===== src/rtl/stack_arb_pkg.sv =====
// stack_arb_pkg: shared FSM states, op encoding and default widths for stack_arbiter.
package stack_arb_pkg;
  typedef enum logic [1:0] {IDLE, PUSH, POP_RD, POP_RSP} state_e;
  localparam logic OP_PUSH = 1'b1;
  localparam logic OP_POP = 1'b0;
  localparam int DEF_DW = 8;
  localparam int DEF_AW = 8;
endpackage


===== src/rtl/rr_arb2.sv =====
// rr_arb2: two-request round-robin arbiter with a registered last-grant pointer.
module rr_arb2 (
  input  logic       clk,
  input  logic       rst,
  input  logic       en,
  input  logic [1:0] req,
  output logic       gnt_vld,
  output logic       gnt_id
);
  logic last_q, last_d;
  always_comb begin
    gnt_vld = en & |req;
    gnt_id = (req == 2'b11) ? ~last_q : req[1];
    last_d = gnt_vld ? gnt_id : last_q;
  end
  // Reset as if port 1 won last, so port 0 is favoured first.
  always_ff @(posedge clk or posedge rst)
    if (rst) last_q <= 1'b1;
    else last_q <= last_d;
endmodule


===== src/rtl/stack_arbiter.sv =====
// stack_arbiter: two-port PUSH/POP sequencer for a single-port stack RAM.
// Optional STACK_ARB_FAULT_EN adds a sticky fault flag with fault_clr.
module stack_arbiter
  import stack_arb_pkg::*;
#(
  parameter int DW = DEF_DW,
  parameter int AW = DEF_AW
) (
  input  logic          clk,
  input  logic          rst,
  input  logic          req0,
  input  logic          op0,
  input  logic [DW-1:0] wdata0,
  output logic          ack0,
  output logic          err0,
  output logic [DW-1:0] rdata0,
  input  logic          req1,
  input  logic          op1,
  input  logic [DW-1:0] wdata1,
  output logic          ack1,
  output logic          err1,
  output logic [DW-1:0] rdata1,
  output logic          mem_we,
  output logic          mem_re,
  output logic [AW-1:0] mem_addr,
  output logic [DW-1:0] mem_wdata,
  input  logic [DW-1:0] mem_rdata,
  output logic [AW:0]   count,
`ifdef STACK_ARB_FAULT_EN
  output logic          fault,
  input  logic          fault_clr,
`endif
  output logic          full,
  output logic          empty
);
  localparam logic [AW:0] DEPTH = {1'b1, {AW{1'b0}}};
  state_e state_q, state_d;
  logic id_q, id_d, op_q, op_d;
  logic [DW-1:0] data_q, data_d, rd;
  logic [AW:0] count_q, count_d, cnt_m1;
  logic ack, err, gnt_vld, gnt_id;
  rr_arb2 u_arb (
    .clk     (clk),
    .rst     (rst),
    .en      (state_q == IDLE),
    .req     ({req1, req0}),
    .gnt_vld (gnt_vld),
    .gnt_id  (gnt_id)
  );
  assign count = count_q;
  assign full = count_q == DEPTH;
  assign empty = count_q == '0;
  assign cnt_m1 = count_q - 1'b1;
  always_comb begin
    state_d = state_q;
    id_d = id_q;
    op_d = op_q;
    data_d = data_q;
    count_d = count_q;
    ack = 1'b0;
    err = 1'b0;
    rd = '0;
    mem_we = 1'b0;
    mem_re = 1'b0;
    mem_addr = '0;
    mem_wdata = '0;
    case (state_q)
      IDLE: if (gnt_vld) begin
        id_d = gnt_id;
        op_d = gnt_id ? op1 : op0;
        data_d = gnt_id ? wdata1 : wdata0;
        state_d = (op_d == OP_PUSH) ? PUSH : POP_RD;
      end
      PUSH: begin
        ack = 1'b1;
        err = full;
        mem_we = ~full;
        mem_addr = full ? '0 : count_q[AW-1:0];
        mem_wdata = full ? '0 : data_q;
        count_d = count_q + {{AW{1'b0}}, ~full};
        state_d = IDLE;
      end
      POP_RD: begin
        ack = empty;
        err = empty;
        mem_re = ~empty;
        mem_addr = empty ? '0 : cnt_m1[AW-1:0];
        count_d = empty ? count_q : cnt_m1;
        state_d = empty ? IDLE : POP_RSP;
      end
      POP_RSP: begin
        ack = 1'b1;
        rd = mem_rdata;
        state_d = IDLE;
      end
      default: state_d = IDLE;
    endcase
  end
  assign ack0 = ack & ~id_q;
  assign ack1 = ack & id_q;
  assign err0 = err & ~id_q;
  assign err1 = err & id_q;
  assign rdata0 = ack0 ? rd : '0;
  assign rdata1 = ack1 ? rd : '0;
  always_ff @(posedge clk or posedge rst)
    if (rst) begin
      state_q <= IDLE;
      id_q <= 1'b0;
      op_q <= OP_POP;
      data_q <= '0;
      count_q <= '0;
    end else begin
      state_q <= state_d;
      id_q <= id_d;
      op_q <= op_d;
      data_q <= data_d;
      count_q <= count_d;
    end
`ifdef STACK_ARB_FAULT_EN
  logic fault_q, fault_d;
  assign fault_d = err ? 1'b1 : fault_clr ? 1'b0 : fault_q;
  assign fault = fault_q;
  always_ff @(posedge clk or posedge rst)
    if (rst) fault_q <= 1'b0;
    else fault_q <= fault_d;
`endif
endmodule


===== config.mk =====
export PLATFORM = sky130hd
export DESIGN_NAME = stack_arbiter
export DESIGN_NICKNAME = d
export VERILOG_FILES = /design/src/rtl/stack_arb_pkg.sv /design/src/rtl/rr_arb2.sv /design/src/rtl/stack_arbiter.sv
export SDC_FILE = /design/constraint.sdc
export NUM_CORES = 1
export LEC_CHECK = 0
export BUFFER_PORTS_ARGS = -buffer_cell sky130_fd_sc_hd__clkbuf_2
export CAP_MARGIN = 20
export CORE_MARGIN = 2
export CORE_UTILIZATION = 43
export CTS_CLUSTER_DIAMETER = 50
export DETAILED_ROUTE_END_ITERATION = 6
export GPL_TIMING_DRIVEN = 0
export PLACE_DENSITY_LB_ADDON = 0.3
export SETUP_SLACK_MARGIN = 0.1
export SLEW_MARGIN = 20
export SYNTH_ARGS = -nofsm -noshare
export SYNTH_HDL_FRONTEND = slang
export SYNTH_SLANG_ARGS = --single-unit

===== constraint.sdc =====
create_clock -name clk -period 2.5 [get_ports clk]
set_input_delay 0.125 -clock clk [delete_from_list [all_inputs] [get_ports clk]]
set_output_delay 0.125 -clock clk [all_outputs]
set_load 0.01 [all_outputs]

==> reports/results.txt <==
The transition time of the tightest slew-check pin is 846 ps, and the die extent in y is 68.1 µm. The xor/xnor share of the synthesized area is 2.48%. At the placement stage, the worst setup path has a slack of -154 ps.

The first global-routing pass estimated 7.83 mm of wire. Global routing used 22.4% of the available tracks across all layers. The detailed-routing iteration count for the pre-antenna-repair pass was 4.

Dividing the synthesized area by the synthesized cell count gives 8.21 µm². The floorplan step defined a die boundary enclosing 0.00463 mm². The largest net degree at the start of global routing came out at 22.

The worst register-to-register path begins at count[0]. The finished cells cover 0.00255 mm². The final-report hold violation count was 20.

Post-synthesis adder-cell area fraction: 5.67%. The signal on the critical path passes through inv_4, ha_4, or4b_4, nor2_4, nand2_2, ha_4, ha_4, nand2_4, nor3_2, a31oi_1, mux2_2. Of the post-synthesis cell area, the dominant cell type holds 28.3%.

The worst setup path endpoint was count[8]. Across the routed clock network, the largest skew measured is 1.45 ps. The synthesized instance count was 215. For this run the aggregate overflow at the end of global routing stands at 0. The peak supply drop was 592 µV.

The tools report the antenna diode instance count as 0. After detailed routing, the average wire length per cell comes to 14.1 µm. The detailed router placed 1923 vias in this run.

The number of nets produced by synthesis was 253. For the floorplan row count, the log shows 23. Summing the areas of all and, or, nand and nor instances in the mapped netlist gives 26.3% of the synthesized area. The min-delay analysis places its worst path in the category input pin to async pin.

Cells with a size suffix above 1 make up 43.8% of the layout. For this run, the post-layout net count is 352. For the number of filler instances in the final layout, the log shows 347. The flip-flop and latch count after synthesis works out to 21. Among all flip-flop cells after synthesis, the most frequent one is dfrtp_1. The delay of the slowest critical-path stage was 500 ps; the total DRC errors in the routed layout was 0.

Pin placement for this block handled 79 I/O pins. The run gives 21 as the sink count of the clock tree. The relative slew slack is 43.5%. After synthesis the cells add up to 0.00177 mm².

The initial antenna violation count was 0. After synthesis, the largest family of logic cells by area is simple AND/OR/NAND/NOR gates. In this run the worst path has a maximum fanout of 4. The run finished, with violations left. Leaving out fill and tap cells, the most frequent cells in the layout are clkbuf_2 (76), and2_1 (27), nand2_1 (23). In the finished design, the share of the clock period the worst path needs comes to 101%. The run gives -40 ps as the slack of the worst reg-to-reg path.

Yosys attributes the largest share of cell area to dfrtp_1 (28%), and2_1 (9.6%), ha_1 (5.7%). After synthesis, flip-flops and latches occupy 29.8% of the total area. The logs give 270 ps for the clock network latency to the later pin of the worst-skew pair and 0 for the number of maximum-capacitance violations.

The master of the slowest instance on the critical path is or4b_4. The timing startpoint of the critical path is count[0]. Setup repair after global routing could not meet its margin everywhere. For this design, the CTS-stage hold fixing added 0 buffers.

The routability congestion estimate from global placement was 0.899. After clock tree synthesis, the clock-pin slew on the worst setup and hold paths is 80 ps. The logs give 1698 for the number of global-route vias before repair and 0.00124 µW for the leakage component of the power.

Summed over all nets, the half-perimeter wirelength after detailed placement is 3.56 mm. The run gives 45 as the number of unique standard cell types used by synthesis. Setup violations remaining at the end of the flow were counted as 2. The core region is 0.00397 mm².

Yosys printed 0 warnings. The arrival time at the worst endpoint is 2700 ps, and the endpoint required time on the critical path is 2660 ps. The run gives 1 as the H-tree depth. The final worst slack came out at -37.1 ps. The cell accounting for the most synthesized area is dfrtp_1. The tools report the worst hold slack as -6.44 ps. STA classifies the critical path startpoint as a flip-flop.

Input and output buffers added on the ports amount to 77. TritonCTS built the clock tree. The number of CTS-inserted buffers came out at 3. The clock passes through at most 2 buffers.

The power density over cell area was 1170 mW/mm². The library cell used most frequently in the layout, excluding fill and tap cells, is clkbuf_2. The highest attainable clock frequency is 394 MHz, and the initial cell density of the core is 44.5%. The number of vias per cell is 5.30, and the worst reg2reg path depth is 11. In this design, the critical path's most frequently occurring cell is ha_4.

In this run the critical register-to-register path is captured at count[8]. Critical path class: flip-flop to flip-flop. Final period demand of the worst path: 2540 ps. Compared with the post-synthesis result, the final layout area differs by 44.4%. The total negative setup slack is -47.5 ps. In this run the clock root is driven by a clkbuf_8. After detailed routing, the total wire length is 5.10 mm. The run gives 0 as the final number of max-transition violations. The placed instances occupy a cell area of 0.00227 mm².

The tools report the first-iteration detailed-routing DRC count as 159. After synthesis, the share of flip-flops with an asynchronous set or reset is 100%. The run gives 0 as the remaining number of nets flagged by the antenna check after routing.

Measured on the finished design, the core utilization comes to 64.2%. Counting flops with a built-in enable in the synthesized netlist gives 0. The worst setup path is captured at a flip-flop. The die extent in x is 68.1 µm, and the share of cell area taken by muxes after synthesis is 6.38%.

The final reports fail on hold timing, setup timing. The fraction of the mapped netlist area in compound gates works out to 21.6%.
-- metal layers --
layer | vias to the layer above | global-route usage [%] | routed length [µm]
met5 | - | 0 | 0
met4 | 0 | 8.00 | 89
li1 | 958 | - | -
met2 | 76 | 38.0 | 2550
met1 | 881 | 28.4 | 2160
met3 | 8 | 4.28 | 308
-- final cells by class --
| cell class | count | area (µm²) | area share [%] |
|---|---|---|---|
| well taps | 50 | 62.6 | 2.45 |
| repair buffers | 94 | 541 | 21.2 |
| flip-flops and latches | 21 | 529 | 20.8 |
| clock buffers | 3 | 41.3 | 1.62 |
| inverters | 15 | 58.8 | 2.31 |
| multi-input cells | 164 | 1220 | 47.9 |
| plain buffers | 15 | 87.6 | 3.43 |
| clock inverters | 1 | 7.51 | 0.294 |
-- worst min path at each step --
stage,from,end,slack [ps],cells past startpoint
2_1_floorplan,rst,count[2],100,1
3_3_place_gp,rst,data_q[0],310,2
3_5_place_dp,rst,data_q[0],320,2
4_1_cts,rst,data_q[0],10,2
5_1_grt,rst,data_q[0],50,2
6_report,rst,data_q[0],-6,2
-- power by group --
| group | leakage, µW | switching, µW | internal [µW] | total [µW] |
|---|---|---|---|---|
| clock | 0.0000217 | 125 | 113 | 238 |
| sequential | 0.000254 | 125 | 516 | 641 |
| combinational | 0.000966 | 1210 | 899 | 2110 |
| total | 0.00124 | 1460 | 1530 | 2990 |
-- state kept, by name, summed over array words and instances, names as in the netlist --
register / flops
count: 9
data_q: 8
state_q: 2
id_q: 1
u_arb.last_q: 1
-- repair_timing --
action	4_1_cts	5_1_grt
resized for setup	8	21
endpoints found under the setup margin	11	31
setup buffers	8	9
pin swaps	10	8
-- worst max-delay path: cells and delay by family (launching register included) --
kind / cells / cell delay (ps)
AO/OA/AOI/OAI: 1 / 220
adder cells (fa/ha/maj): 3 / 490
buffers and inverters: 1 / 70
flip-flops: 1 / 430
multiplexers: 1 / 350
AND/OR/NAND/NOR: 5 / 870
-- through the flow --
| step | hold WS (ps) | cells | power, µW |
|---|---|---|---|
| 2_1_floorplan | 101 | 215 | 1910 |
| 3_3_place_gp | 312 | 342 | 2420 |
| 3_5_place_dp | 320 | 342 | 2440 |
| 4_1_cts | 13.9 | 354 | 2820 |
| 5_1_grt | 52.6 | 363 | 3250 |
| 6_report | -6.44 | 363 | 2990 |
-- synthesized netlist by cell type (4+ instances only) --
master,instances
nand2_1,25
o21ai_0,14
and2_1,27
mux2i_1,9
dfrtp_1,20
a21oi_1,8
a22oi_1,4
ha_1,8
a31oi_1,8
inv_1,15
nor3_1,7
nor2_1,10
buf_2,4
clkbuf_1,8
o22ai_1,6
-- cells by family after synthesis --
logic type | count (synthesis)
buf+inv | 30
mux | 11
xor+xnor | 5
fa+ha+maj | 8
simple gates | 85
flops | 21
compound gates | 55
No activity file was read; power rests on OpenSTA's default activity.
